==> config.mk <==
export PLATFORM = sky130hd
export DESIGN_NAME = hazard_ctrl
export DESIGN_NICKNAME = d
export VERILOG_FILES = /design/src/rtl/hazard_ctrl.sv
export SDC_FILE = /design/constraint.sdc
export NUM_CORES = 1
export LEC_CHECK = 0
export CAP_MARGIN = 20
export CORE_MARGIN = 2
export CORE_UTILIZATION = 40
export CTS_CLUSTER_DIAMETER = 120
export CTS_CLUSTER_SIZE = 28
export DETAILED_ROUTE_END_ITERATION = 6
export SLEW_MARGIN = 20
export SYNTH_ARGS = -nofsm -noshare
export SYNTH_HDL_FRONTEND = slang
export SYNTH_SLANG_ARGS = --single-unit
export TNS_END_PERCENT = 1
==> constraint.sdc <==
create_clock -name clk -period 4.45 [get_ports clk]
set_input_delay 1.335 -clock clk [delete_from_list [all_inputs] [get_ports clk]]
set_output_delay 1.335 -clock clk [all_outputs]
set_load 0.005 [all_outputs]
==> src/rtl/hazard_ctrl.sv <==
// hazard_ctrl: tracks E/M/W destination registers, raises the D-stage stall and drives the
// ALU operand forwarding selects. Define HAZARD_MDU_EN to add the mult/div interlock ports.
module hazard_ctrl #(
  parameter int unsigned AW = 5
) (
  input  logic          clk,
  input  logic          rst_n,
  input  logic [AW-1:0] D_rs,
  input  logic [AW-1:0] D_rt,
  input  logic [1:0]    D_tuse_rs,
  input  logic [1:0]    D_tuse_rt,
  input  logic [AW-1:0] D_dst,
  input  logic [1:0]    D_tnew,
  input  logic          E_clr,
`ifdef HAZARD_MDU_EN
  input  logic          D_is_md,
  input  logic          md_start,
  input  logic          md_busy,
`endif
  output logic          stall,
  output logic [1:0]    Alu_rs_trans,
  output logic [1:0]    Alu_rt_trans
);

  localparam logic [1:0] SelRf    = 2'b00;
  localparam logic [1:0] SelM     = 2'b01;
  localparam logic [1:0] SelW     = 2'b10;
  localparam logic [1:0] TuseNone = 2'd3;

  // Stage entries
  logic [AW-1:0] r_e_rs, r_e_rt, r_e_dst;
  logic [1:0]    r_e_tnew;
  logic [AW-1:0] r_m_dst;
  logic [1:0]    r_m_tnew;
  // A W result is always forwardable, so W keeps only its destination.
  logic [AW-1:0] r_w_dst;

  logic [1:0] w_e_tnew_dec;
  logic       w_rs_haz, w_rt_haz, w_md_stall;

  function automatic logic src_hazard(
    input logic [AW-1:0] src,
    input logic [1:0]    tuse,
    input logic [AW-1:0] e_dst,
    input logic [1:0]    e_tnew,
    input logic [AW-1:0] m_dst,
    input logic [1:0]    m_tnew
  );
    logic haz;
    haz = 1'b0;
    if (tuse != TuseNone && src != '0) begin
      haz = (e_dst == src && e_tnew > tuse) || (m_dst == src && m_tnew > tuse);
    end
    return haz;
  endfunction

  // M wins over W because it holds the younger write.
  function automatic logic [1:0] fwd_sel(
    input logic [AW-1:0] src,
    input logic [AW-1:0] m_dst,
    input logic [1:0]    m_tnew,
    input logic [AW-1:0] w_dst
  );
    logic [1:0] sel;
    sel = SelRf;
    if (src != '0) begin
      if (m_dst == src && m_tnew == 2'd0) begin
        sel = SelM;
      end else if (w_dst == src) begin
        sel = SelW;
      end
    end
    return sel;
  endfunction

  assign w_e_tnew_dec = (r_e_tnew == 2'd0) ? 2'd0 : r_e_tnew - 2'd1;

`ifdef HAZARD_MDU_EN
  assign w_md_stall = D_is_md & (md_start | md_busy);
`else
  assign w_md_stall = 1'b0;
`endif

  always_comb begin
    w_rs_haz = src_hazard(D_rs, D_tuse_rs, r_e_dst, r_e_tnew, r_m_dst, r_m_tnew);
    w_rt_haz = src_hazard(D_rt, D_tuse_rt, r_e_dst, r_e_tnew, r_m_dst, r_m_tnew);
    stall    = w_rs_haz | w_rt_haz | w_md_stall;
  end

  always_comb begin
    Alu_rs_trans = fwd_sel(r_e_rs, r_m_dst, r_m_tnew, r_w_dst);
    Alu_rt_trans = fwd_sel(r_e_rt, r_m_dst, r_m_tnew, r_w_dst);
  end

  always_ff @(posedge clk or negedge rst_n) begin
    if (!rst_n) begin
      r_e_rs   <= '0;
      r_e_rt   <= '0;
      r_e_dst  <= '0;
      r_e_tnew <= '0;
      r_m_dst  <= '0;
      r_m_tnew <= '0;
      r_w_dst  <= '0;
    end else begin
      r_w_dst  <= r_m_dst;
      r_m_dst  <= r_e_dst;
      r_m_tnew <= w_e_tnew_dec;
      if (stall || E_clr) begin
        r_e_rs   <= '0;
        r_e_rt   <= '0;
        r_e_dst  <= '0;
        r_e_tnew <= '0;
      end else begin
        r_e_rs   <= D_rs;
        r_e_rt   <= D_rt;
        r_e_dst  <= D_dst;
        r_e_tnew <= D_tnew;
      end
    end
  end

endmodule

==> results.toml, run 1 <==
[run_status]
outcome = "finished, final reports clean"

[global_route]
grt_pass1_wl_um = 6782
track_usage_pct = 18.31
grt_pass1_vias = 1369
grt.overflow.total = 0
grt_max_degree = 30
antenna_found_initial = 0

[placement]
port_buffers = 28
gp_congestion = 0.8232
dp_hpwl_um = 3080
dp_slack_ns = -0.7681
place_area_mm2 = 0.002147

[synth]
ys_seq_area_share_pct = 41.64
syn_inst = 149
synth_top_area_share_pct = 41.64
yosys_warnings = 0
synth_fp_nets = 181
synth.area.top_cells = "dfrtp_1 42%, xnor2_1 14%, nor4b_2 8.6%"
synth_cell_types = 26
yosys_register_bits = 29
syn_avg_cell_area_um2 = 11.70
syn_area_mm2 = 0.001743
synth_top_cell_by_area = "dfrtp_1"

[clock_tree]
cts_buffer_depth = 2
path_clk_slew_ns = 0.06
cts-buffers-inserted = 5
cts_hold_buf = 0
cts.sinks = 29
worst_skew_pair.late_latency_ns = 0.28
cts_tree = "done"
root_buffer = "clkbuf_8"
ctsHtreeMaxLevel = 2

[cells_and_area]
drive_gt1_share_pct = 26.15
fillers = 384
area_growth_pct = 30.15
fin_nets = 226
final_area_mm2 = 0.002268
n_antenna_cell = 0

[sta]
max_clock_freq_mhz = 228.8
rsz0062_at_grt = "no"
clock_skew_ns = 0.005122
period_share_pct = 98.22
hold_slack_ns = 0.4476
tightest_slew_ns = 0.7975
finalMaxSlewViolations = 0
hold_viol_final = 0
tns_ns = 0
final.min_clock_period_ns = 4.371
finalSetupViolCount = 0
slew_headroom_pct = 46.67
layout_setup_ws_ns = 0.07940

[hold_path]
min_path_type = "reg2reg"
worst_hold_startpoint = "r_e_tnew[0]"

[critical_path]
setup.worst_path.start = "D_rs[4]"
critPathLaunchType = "input port"
critPathArrivalTime_ns = 3.04
critPathKind = "in2out"
r2r-start = "r_m_tnew[1]"
crit_path_end_kind = "output port"
worstPathRequired_ns = 3.12
crit_fanout = 4

[run]
maxCapViolCount = 0

[routing]
vias_per_cell = 5.231
drtPass1Iterations = 4
wl_per_cell_um = 16.60
ant_nets = 0
drt_iter0_drc = 29
drt-total-wl_um = 4100
num_vias = 1292
drc = 0

[floorplan]
dieArea_mm2 = 0.004901
rows = 24
start_util_pct = 40.87
die_w_um = 70.01
io_pins = 29
die_h_um = 70.01
fp.coreArea_mm2 = 0.004264

[pwr]
powerDensity_mw_per_mm2 = 288.5
ir_worst_vdd_v = 0.0001507
leakagePower_nw = 0.9629
## per-layer routing
metal | global-route usage [%] | share of wire (%) | vias up
met4 | 7.692 | 1.7 | 0
met3 | 5.628 | 4.4 | 8
met2 | 27.94 | 47 | 33
li1 | - | - | 624
met5 | 0 | 0 | -
met1 | 24.13 | 47 | 627
## worst max-delay path: stages
cell	delay (ns)
dlygate4sd2_1	0.30
xnor2_1	0.18
nand4_1	0.12
or4_4	0.54
a221oi_4	0.27
or2_1	0.17
buf_2	0.12
## per-stage QoR
stage / util, % / power [mW] / std cells
2_1_floorplan: - / 0.3690 / 149
3_3_place_gp: 50.35 / 0.4272 / 237
3_5_place_dp: 50.35 / 0.4311 / 237
4_1_cts: 53.11 / 0.6602 / 246
5_1_grt: 53.20 / 0.6881 / 247
6_report: 53.20 / 0.6545 / 247
## cell usage after synthesis
library cell / number
dfrtp_1: 29
xnor2_1: 28
nor4b_2: 10
xor2_1: 10
ha_1: 8
inv_1: 8
nand2_1: 8
nand4_1: 8
nor4b_1: 7
or4_1: 6
a21oi_1: 4
nor2_1: 4
a211oi_1: 2
a221oi_4: 2
nor4_1: 2
o21a_1: 2
or4_4: 2
and2_1: 1
buf_1: 1
buf_2: 1
buf_4: 1
buf_6: 1
buf_8: 1
clkbuf_1: 1
nor2b_1: 1
or2_1: 1
## what timing repair did
action / in CTS / in global routing
gates resized for setup: 26 / 8
endpoints found under the hold margin: 0 / 0
setup endpoints to repair: 1 / 1
pin swaps: 11 / 7
buffers inserted: 1 / 1
## path summary, 6_finish.rpt
path                                    end  slack [ns]  depth (start not counted)
worst max register to register    r_e_rt[4]        2.11                          8
worst min register to register  r_m_tnew[0]        0.45                          1
worst max-delay path                  stall        0.08                          7
worst min-delay path            r_m_tnew[0]        0.45                          1
max in group asynchronous       r_e_tnew[1]        2.75                          2
min in group asynchronous        r_w_dst[4]        1.43                          2
## where the power goes
part | switching, mW | internal (mW) | leakage (nW)
sequential | 0.0226 | 0.279 | 0.376
clock | 0.104 | 0.125 | 0.0512
combinational | 0.0534 | 0.0709 | 0.536
total | 0.180 | 0.475 | 0.963
## logic make-up after synthesis
kind of cell | after synthesis | share of synthesized area [%]
xor gates and xnor gates | 38 | 19.10
AOI/OAI and AO/OA | 10 | 5.886
DFF | 29 | 41.64
and+or+nand+nor | 50 | 23.26
adders and majority gates | 8 | 5.743
buffers and inverters | 14 | 4.378
## cell type report
| class | count | area, um^2 | share of cell area (%) |
|---|---|---|---|
| Timing Repair Buffer | 44 | 362.8 | 16.00 |
| Clock buffer | 6 | 82.58 | 3.640 |
| Multi-Input combinational cell | 106 | 988.4 | 43.57 |
| Inverter | 8 | 30.03 | 1.324 |
| Tap cell | 52 | 65.06 | 2.868 |
| Sequential cell | 29 | 725.7 | 31.99 |
| Clock inverter | 2 | 13.76 | 0.6067 |
## registers in the layout, indices dropped and copies added (netlist names)
name and count:
r_e_tnew 2, r_m_dst 5, r_e_dst 5, r_w_dst 5
r_e_rt 5, r_m_tnew 2, r_e_rs 5
## placed cells by master, fill, tap and decap left out, drive strengths merged
cell / netlist / routed
clkdlybuf4s50: 0 / 13
clkinv: 0 / 2
nand4: 8 / 8
xor2: 10 / 10
a21oi: 4 / 4
nor4: 2 / 2
dfrtp: 29 / 29
ha: 8 / 8
buf: 5 / 17
a211oi: 2 / 2
clkbuf: 1 / 10
nand2: 8 / 8
nor2b: 1 / 1
and2: 1 / 1
xnor2: 28 / 28
a221oi: 2 / 2
inv: 8 / 8
nor4b: 17 / 17
dlygate4sd2: 0 / 10
nor2: 4 / 4
o21a: 2 / 2
or4: 8 / 8
or2: 1 / 1
Power figures use the tool's default switching activity.
==> run 2: changes to the inputs <==
--- a/config.mk
+++ b/config.mk
@@ -6,11 +6,13 @@
 export NUM_CORES = 1
 export LEC_CHECK = 0
 export CAP_MARGIN = 20
+export CORE_ASPECT_RATIO = 0.75
 export CORE_MARGIN = 2
 export CORE_UTILIZATION = 40
 export CTS_CLUSTER_DIAMETER = 120
 export CTS_CLUSTER_SIZE = 28
 export DETAILED_ROUTE_END_ITERATION = 6
+export GPL_TIMING_DRIVEN = 0
 export SLEW_MARGIN = 20
 export SYNTH_ARGS = -nofsm -noshare
 export SYNTH_HDL_FRONTEND = slang
==> run 2 against run 1 <==
Net effect:
- critical path depth is 2 higher
- combinational power is essentially flat
- non-clock buffer count is 9 lower
- power decreased by 2.5%
- highest routed layer unchanged
- clock skew shrank 0.00064 ns
- largest cell class unchanged
- critical endpoint unchanged
- clock power decreased by 6%
- final area is 2.8% lower
==> results.toml, run 2 (synthesized netlist as in run 1, its figures left out) <==
[floorplan]
rows = 20
io_pins = 29
start_util_pct = 42.21
fp.coreArea_mm2 = 0.004129
die_w_um = 80.22
die_h_um = 61.17
dieArea_mm2 = 0.004907

[run]
maxCapViolCount = 0

[routing]
ant_nets = 0
num_vias = 1293
drt-total-wl_um = 4222
vias_per_cell = 5.388
drt_iter0_drc = 83
drtPass1Iterations = 4
drc = 0
wl_per_cell_um = 17.59

[sta]
max_clock_freq_mhz = 232.4
rsz0062_at_grt = "no"
period_share_pct = 96.69
hold_viol_final = 0
tns_ns = 0
hold_slack_ns = 0.3754
slew_headroom_pct = 57.00
clock_skew_ns = 0.004481
tightest_slew_ns = 0.6450
finalSetupViolCount = 0
final.min_clock_period_ns = 4.303
finalMaxSlewViolations = 0

[clock_tree]
cts_tree = "done"
ctsHtreeMaxLevel = 2
worst_skew_pair.late_latency_ns = 0.28
cts-buffers-inserted = 5
cts.sinks = 29
cts_buffer_depth = 2
cts_hold_buf = 0
path_clk_slew_ns = 0.06
root_buffer = "clkbuf_8"

[cells_and_area]
fillers = 375
final_area_mm2 = 0.002206
n_antenna_cell = 0
regArea_um2 = 725.7
drive_gt1_share_pct = 24.86
fin_nets = 217
multi_input_area_mm2 = 0.001008
final_cell_mix = "29 x dfrtp_1, 27 x xnor2_1, 11 x clkdlybuf4s50_1"
final_common_cell = "dfrtp_1"
area_growth_pct = 26.56

[critical_path]
critPathArrivalTime_ns = 2.97
rr_endpoint = "r_e_rt[0]"
crit_path_end_kind = "output port"
crit_path_frequent_cell = "buf_2"
crit_chain = "buf_2 -> inv_2 -> ha_1 -> nand2_1 -> nand4_1 -> or4_4 -> a221oi_4 -> or2_1 -> buf_2"
critPathTopFamily = "simple AND/OR/NAND/NOR gates"
worstPathRequired_ns = 3.12
cpPeakStageDelay_ns = 0.44
ff2ff_setup_slack_ns = 2.04
critPathLaunchType = "input port"
slowest_stage = "or4_4"
r2r.worst_path.cells = 8
r2r-start = "r_m_tnew[1]"
crit_fanout = 2
critical_path_buf_inv_count = 3
critPathKind = "in2out"

[global_route]
grt_max_degree = 30
antenna_found_initial = 0
track_usage_pct = 19.94
grt.overflow.total = 0
grt_pass1_vias = 1383
grt_pass1_wl_um = 6810

[pwr]
p_total_mw = 0.6385
ir_worst_vdd_v = 0.0002252
powerDensity_mw_per_mm2 = 289.4
leakagePower_nw = 0.9145

[hold_path]
hold_path_depth = 0
min_to = "r_w_dst[2]"
worst_hold_startpoint = "r_m_dst[2]"
min_path_type = "reg2reg"

[placement]
gp_congestion = 0.7439
port_buffers = 27
dp_hpwl_um = 3142
place_area_mm2 = 0.002077

[run_status]
outcome = "finished, final reports clean"
-- run 2: cell count changes in the layout (fill, tap and decap cells not counted), sizes merged --
cell	previous run	this run
clkinv	2	0
clkinvlp	0	1
dlygate4sd2	10	7
clkdlybuf4s50	13	11
buf	17	13
-- run 2: final cells by class --
| class | instances | area share (%) |
|---|---|---|
| buffer | 6 | 2.099 |
| clock buffer | 6 | 3.744 |
| clock inverter | 1 | 0.3403 |
| inverter | 8 | 1.475 |
| multi-input combinational | 106 | 45.72 |
| sequential | 29 | 32.90 |
| tap | 55 | 3.120 |
| timing repair buffer | 29 | 10.61 |
-- run 2: how the worst max path moves through the flow --
stage | from | endpoint | slack (ns) | cells after the start
final | D_tuse_rt[1] | stall | 0.15 | 9
after global routing | D_tuse_rs[1] | stall | 0.08 | 9
after CTS | D_tuse_rs[1] | stall | 0.06 | 9
after detailed placement | D_tuse_rt[1] | stall | -1.12 | 9
after global placement | D_tuse_rt[1] | stall | -1.08 | 9
after floorplan | D_tuse_rt[1] | stall | 0.16 | 7
-- run 2: through the flow --
stage | cells | util [%] | setup WS [ns]
final | 240 | 53.42 | 0.1473
after global routing | 240 | 53.42 | 0.08241
after CTS | 240 | 52.88 | 0.05893
after detailed placement | 231 | 50.30 | -1.122
after global placement | 231 | 50.42 | -1.078
after floorplan | 149 | - | 0.1632
-- run 2: power by group --
part | switching (mW) | internal [mW] | total, mW
registers | 0.0215 | 0.279 | 0.301
clock network | 0.0940 | 0.122 | 0.216
logic | 0.0559 | 0.0661 | 0.122
total | 0.171 | 0.467 | 0.638
-- run 2: routing by layer --
metal | routed length, um | track usage [%]
met5 | 0 | 0
met4 | 53 | 8.959
met3 | 194 | 5.132
met2 | 1963 | 31.31
met1 | 2011 | 26.54
-- run 2: timing repair --
item                       CTS  global route
resized for setup           35            13
setup endpoints to repair    1             1
pin swaps                   12             8
setup buffers                2             0
gates cloned                 0             0
-- run 2: worst register-to-register path: stages (launching register included) --
cell and delay (ns):
dfrtp_1 0.50, ha_1 0.36, nand2_1 0.07, nand4_1 0.09, or4_4 0.43, a221oi_4 0.32, buf_4 0.26, buf_8 0.17
nor4b_2 0.06
==> run 3: changes to the inputs <==
--- a/config.mk
+++ b/config.mk
@@ -17,4 +17,3 @@
 export SYNTH_ARGS = -nofsm -noshare
 export SYNTH_HDL_FRONTEND = slang
 export SYNTH_SLANG_ARGS = --single-unit
-export TNS_END_PERCENT = 1
==> results of run 3 <==
No change in the layout: final DEF, timing and power equal those of run 2.
